==> src/rtl/branch_resolve_ctrl.sv <==
// Execute-stage branch/jump resolver: latches one control-transfer request, waits for
// forwarded operands, resolves direction/target, and pulses a result plus fetch redirect.
module branch_resolve_ctrl #(
  parameter int XLEN         = 32,
  parameter int CNT_W        = 16,
  parameter int ALU_OP_WIDTH = 4
) (
  input  logic                    clk,
  input  logic                    rst,
  input  logic                    kill,
  input  logic                    req_valid,
  output logic                    req_ready,
  input  logic [XLEN-1:0]         req_pc,
  input  logic [XLEN-1:0]         req_imm,
  input  logic [ALU_OP_WIDTH-1:0] req_br_op,
  input  logic                    req_is_jal,
  input  logic                    req_is_jalr,
  input  logic                    req_pred_taken,
  input  logic [XLEN-1:0]         req_pred_target,
  input  logic                    ops_valid,
  input  logic [XLEN-1:0]         op_a,
  input  logic [XLEN-1:0]         op_b,
  output logic                    res_valid,
  output logic                    res_taken,
  output logic [XLEN-1:0]         res_link,
  output logic                    redirect_valid,
  output logic [XLEN-1:0]         redirect_pc,
  output logic [CNT_W-1:0]        branch_cnt,
  output logic [CNT_W-1:0]        mispredict_cnt
);

  localparam logic [ALU_OP_WIDTH-1:0] ALU_OP_SEQ  = ALU_OP_WIDTH'(0);
  localparam logic [ALU_OP_WIDTH-1:0] ALU_OP_SNE  = ALU_OP_WIDTH'(1);
  localparam logic [ALU_OP_WIDTH-1:0] ALU_OP_SLT  = ALU_OP_WIDTH'(2);
  localparam logic [ALU_OP_WIDTH-1:0] ALU_OP_SLTU = ALU_OP_WIDTH'(3);
  localparam logic [ALU_OP_WIDTH-1:0] ALU_OP_SGE  = ALU_OP_WIDTH'(4);
  localparam logic [ALU_OP_WIDTH-1:0] ALU_OP_SGEU = ALU_OP_WIDTH'(5);

  typedef struct packed {
    logic [XLEN-1:0]         pc;
    logic [XLEN-1:0]         imm;
    logic [ALU_OP_WIDTH-1:0] br_op;
    logic                    is_jal;
    logic                    is_jalr;
    logic                    pred_taken;
    logic [XLEN-1:0]         pred_target;
  } req_t;

  typedef enum logic [1:0] {IDLE, WAIT_OPS, RESOLVE, DONE} state_t;

  state_t          state;
  req_t            req_q;
  logic [XLEN-1:0] a_q, b_q;
  logic            taken_q, mp_q;
  logic [XLEN-1:0] link_q, npc_q;

  logic            cond, taken, mispredict;
  logic [XLEN-1:0] jalr_sum, target, link, next_pc;

  // Resolution works only off latched state, so nothing from req_* reaches outputs.
  always_comb begin
    cond = 1'b0;
    case (req_q.br_op)
      ALU_OP_SEQ:  cond = (a_q == b_q);
      ALU_OP_SNE:  cond = (a_q != b_q);
      ALU_OP_SLT:  cond = ($signed(a_q) < $signed(b_q));
      ALU_OP_SLTU: cond = (a_q < b_q);
      ALU_OP_SGE:  cond = ($signed(a_q) >= $signed(b_q));
      ALU_OP_SGEU: cond = (a_q >= b_q);
      default:     cond = 1'b0;
    endcase
  end

  assign taken      = req_q.is_jal | req_q.is_jalr | cond;
  assign jalr_sum   = a_q + req_q.imm;
  assign target     = req_q.is_jalr ? {jalr_sum[XLEN-1:1], 1'b0} : (req_q.pc + req_q.imm);
  assign link       = req_q.pc + XLEN'(4);
  assign next_pc    = taken ? target : link;
  assign mispredict = (taken != req_q.pred_taken) |
                      (taken & req_q.pred_taken & (target != req_q.pred_target));

  always_ff @(posedge clk) begin
    if (rst) begin
      state          <= IDLE;
      req_q          <= '0;
      a_q            <= '0;
      b_q            <= '0;
      taken_q        <= 1'b0;
      mp_q           <= 1'b0;
      link_q         <= '0;
      npc_q          <= '0;
      branch_cnt     <= '0;
      mispredict_cnt <= '0;
    end else if (kill) begin
      state <= IDLE;
    end else begin
      case (state)
        IDLE: if (req_valid) begin
          req_q <= '{pc: req_pc, imm: req_imm, br_op: req_br_op, is_jal: req_is_jal,
                     is_jalr: req_is_jalr, pred_taken: req_pred_taken,
                     pred_target: req_pred_target};
          if (ops_valid) begin
            a_q   <= op_a;
            b_q   <= op_b;
            state <= RESOLVE;
          end else begin
            state <= WAIT_OPS;
          end
        end
        WAIT_OPS: if (ops_valid) begin
          a_q   <= op_a;
          b_q   <= op_b;
          state <= RESOLVE;
        end
        RESOLVE: begin
          taken_q <= taken;
          mp_q    <= mispredict;
          link_q  <= link;
          npc_q   <= next_pc;
          state   <= DONE;
        end
        DONE: begin
          branch_cnt <= branch_cnt + CNT_W'(1);
          if (mp_q && (mispredict_cnt != '1)) mispredict_cnt <= mispredict_cnt + CNT_W'(1);
          state <= IDLE;
        end
        default: state <= IDLE;
      endcase
    end
  end

  // A flush landing in DONE swallows the pulse; result data just holds.
  assign req_ready      = (state == IDLE);
  assign res_valid      = (state == DONE) & ~kill;
  assign redirect_valid = res_valid & mp_q;
  assign res_taken      = taken_q;
  assign res_link       = link_q;
  assign redirect_pc    = npc_q;

endmodule

==> config.mk <==
export PLATFORM = sky130hd
export DESIGN_NAME = branch_resolve_ctrl
export DESIGN_NICKNAME = d
export VERILOG_FILES = /design/src/rtl/branch_resolve_ctrl.sv
export SDC_FILE = /design/constraint.sdc
export NUM_CORES = 1
export LEC_CHECK = 0
export ABC_AREA = 1
export BUFFER_PORTS_ARGS = -buffer_cell sky130_fd_sc_hd__buf_2
export CAP_MARGIN = 40
export CELL_PAD_IN_SITES_DETAIL_PLACEMENT = 1
export CELL_PAD_IN_SITES_GLOBAL_PLACEMENT = 2
export CORE_MARGIN = 4
export CORE_UTILIZATION = 28
export CTS_BUF_LIST = sky130_fd_sc_hd__clkbuf_4
export DETAILED_ROUTE_END_ITERATION = 10
export PLACE_DENSITY = 0.75
export SLEW_MARGIN = 20
export SYNTH_ARGS = -nofsm -noshare
export SYNTH_HDL_FRONTEND = slang
export SYNTH_SLANG_ARGS = --single-unit
==> constraint.sdc <==
create_clock -name clk -period 2.5 [get_ports clk]
set_input_delay 0.125 -clock clk [delete_from_list [all_inputs] [get_ports clk]]
set_output_delay 0.125 -clock clk [all_outputs]
set_load 0.005 [all_outputs]
==> impl_metrics.tcl <==
set metrics [dict create \
    status "finished, violations left" \
    violations "negative setup slack" \
    coreArea_um2 60200 \
    die_h_um 255 \
    start_util 0.283 \
    grt_max_degree 68 \
    rsz0062_at_grt "yes" \
    io_pins 272 \
    power_frac_comb 0.322 \
    final-setup-viol-count 33 \
    antenna_found_initial 1 \
    drv_slew 0 \
    syn2layout_area_growth_pct 62.0 \
    cts_buffer_depth 3 \
    power.leakage_nw 13.6 \
    drc 0 \
    gr-usage-all-layers 0.248 \
    cts_tree "yes" \
    grt_pass1_wl_mm 125 \
    final_hold_viol_count 0 \
    finalCritPeriodShare 1.14 \
    dr.pass1.iters 5 \
    skew_ps 89.7 \
    post_drt_via_cell_ratio 4.77 \
    layout_setup_ws_ps -340 \
    p_int_mw 8.70 \
    synth.net_count 3010 \
    worst_pin_slew_ps 810 \
    peakVddDrop_mv 0.236 \
    ys_warn_count 0 \
    finalSetupTns_ps -5590 \
    cap_violations 0 \
    fillers 7711 \
    p_sw_mw 4.78 \
    portBuffers 271 \
    fin_hold_ws_ps 84.9 \
    finalPower_mw 13.5 \
    vias 21413 \
    relSlewSlack 0.460 \
    critical_path.max_fanout 3 \
    rows 90 \
    dp_slack_ps -816 \
    cts_buffers 82 \
    grt_overflow 0 \
    totalWireLength_mm 83.5 \
    nets 3920 \
    syn_inst 2736 \
    crit_arrival_ps 3490 \
    p_seq_frac 0.352 \
    clockRootBuffer "clkbuf_4" \
    cp_data_required_time_ps 3150 \
    powerDensity_nw_per_um2 489 \
    netlist_area_um2 17000 \
    path_class "reg2reg" \
    synth.avg_cell_area_um2 6.22 \
    avgRoutedWirePerCell_um 18.6 \
    pwr-share-clk 0.325 \
    critPathLaunchType "register" \
    finalCriticalPeriod_ps 2840 \
    ant_nets 0 \
    hpwlAfterDp_mm 62.3 \
    cp-end-kind "register" \
    clkTransAtPathRegs_ps 60 \
    clkLatencyLatePin_ps 880 \
    die_w_um 255 \
    place_congestion 0.886 \
    clock_sinks 267 \
    synth_seq_cells 267 \
    fmaxAchievable_mhz 352 \
    grt_pass1_vias 22949 \
    seq_area_frac_synth 0.314 \
    drt_iter0_drc 946 \
    yosys.cell_types.count 45 \
    fp.dieArea_um2 64800 \
    h-tree-depth 3 \
    switching_share 0.355 \
    layout-drive-gt1-share 0.313 \
    hold_path.class "in2reg" \
]
[registers in the layout, summed over array words and instances, names as in the netlist]
name / flops
mispredict_cnt: 16
req_q: 103
b_q: 32
state: 2
a_q: 32
res_taken: 1
mp_q: 1
redirect_pc: 32
branch_cnt: 16
res_link: 32
[power groups by stage]
stage,combinational (mW),sequential (mW),clock [mW]
floorplan,1.60,4.71,0
global placement,3.28,4.79,0
detailed placement,3.35,4.80,0
CTS,4.02,4.72,4.57
global route,4.73,4.77,4.78
finish,4.35,4.75,4.39
[logic make-up (layout without fill, tap and decap cells)]
family                   count (synthesis)  in the layout  share of synthesized area
AO/OA/AOI/OAI                          472            472                      0.145
XOR/XNOR                                28             28                     0.0144
adder cells (fa/ha/maj)                102            102                     0.0759
buffers and inverters                  492           1460                      0.112
flip-flops                             267            267                      0.314
other                                    0              1                          0
AND/OR/NAND/NOR                       1375           1375                      0.338
[layout by cell type, fill, tap and decap left out, types with 79 or more instances in the layout]
| master | n |
|---|---|
| o21ai_0 | 215 |
| nand2_1 | 580 |
| nor2_1 | 365 |
| nand3_1 | 128 |
| buf_4 | 370 |
| dlygate4sd3_1 | 248 |
| a21oi_1 | 168 |
| dfxtp_1 | 230 |
| inv_1 | 385 |
| clkbuf_4 | 113 |
| nand2_2 | 79 |
| buf_2 | 271 |
[repair_timing]
item,4_1_cts,5_1_grt
setup buffers,18,8
endpoints found under the hold margin,219,0
gates resized for setup,210,213
hold buffers,248,0
gates cloned,1,1
setup endpoints to repair,35,89
pin swaps,37,73
[metal layers]
metal  wire, um  vias up  track usage  share of wire
li1           -    10603            -              -
met1      37900    10277        0.318           0.45
met2      40000      407        0.426           0.48
met3       3010      126       0.0356          0.036
met4       2500        0       0.0895          0.030
met5          0        -            0              0
[Yosys cell counts, drive strengths merged]
cell,count,area share
or4,1,0.00066
fa,2,0.0024
o21a,3,0.0013
nor3b,4,0.0018
nand2,675,0.15
o211ai,20,0.0088
a31oi,2,0.00074
ha,100,0.074
clkbuf,72,0.018
xor2,18,0.0093
nand3b,20,0.0088
nor3,35,0.012
and2,2,0.00074
o21ai,238,0.070
dfxtp,267,0.31
nand4,23,0.010
a21o,1,0.00044
a221oi,1,0.00051
nor4,10,0.0040
xnor2,10,0.0051
and3,1,0.00037
o22ai,1,0.00037
inv,401,0.088
nor2,401,0.090
nand3,201,0.060
buf,19,0.0062
a21oi,200,0.060
o21bai,6,0.0026
or2,2,0.00074
[metrics by stage]
stage	utilization	std cells	cell area, um2
2_1_floorplan	-	2736	17000
3_3_place_gp	0.364	4068	21900
3_5_place_dp	0.364	4068	21900
4_1_cts	0.439	4477	26500
5_1_grt	0.458	4487	27600
6_report	0.458	4487	27600
[final timing paths]
check | end | slack [ps] | from | cells after the start
min | req_q[19]$_SDFFE_PP0P_ | 80 | req_pred_target[19] | 4
min reg2reg | redirect_pc[15]$_SDFFE_PP0P_ | 460 | redirect_pc[15]$_SDFFE_PP0P_ | 2
max reg2reg | mp_q$_SDFFE_PP0P_ | -340 | req_q[51]$_SDFFE_PP0P_ | 21
max | mp_q$_SDFFE_PP0P_ | -340 | req_q[51]$_SDFFE_PP0P_ | 21
[critical path, stage by stage (launching register included)]
cell and delay (ps):
dfxtp_1 320, buf_12 140, ha_4 260, buf_4 110
nand2_1 100, inv_2 80, nand2_2 80, inv_2 110
buf_4 110, nand2_1 70, nor2_2 130, nand2_4 60
nand4_1 130, nand3_4 110, nand3b_1 210, nand2_1 100
nor2_2 140, nand2_1 70, nor2_1 100, nand3_1 80
nand2_1 90, a21oi_2 60
[layout make-up]
cell class / count / area, um2 / share of cell area
Multi-Input combinational cell: 1977 / 11600 / 0.419
Timing Repair Buffer: 917 / 7110 / 0.258
Sequential cell: 267 / 5400 / 0.196
Inverter: 401 / 1510 / 0.0549
Tap cell: 782 / 978 / 0.0355
Clock buffer: 113 / 848 / 0.0308
Clock inverter: 29 / 160 / 0.00581
Antenna cell: 1 / 2.50 / 0.0000908
No activity file was read; power rests on OpenSTA's default activity.
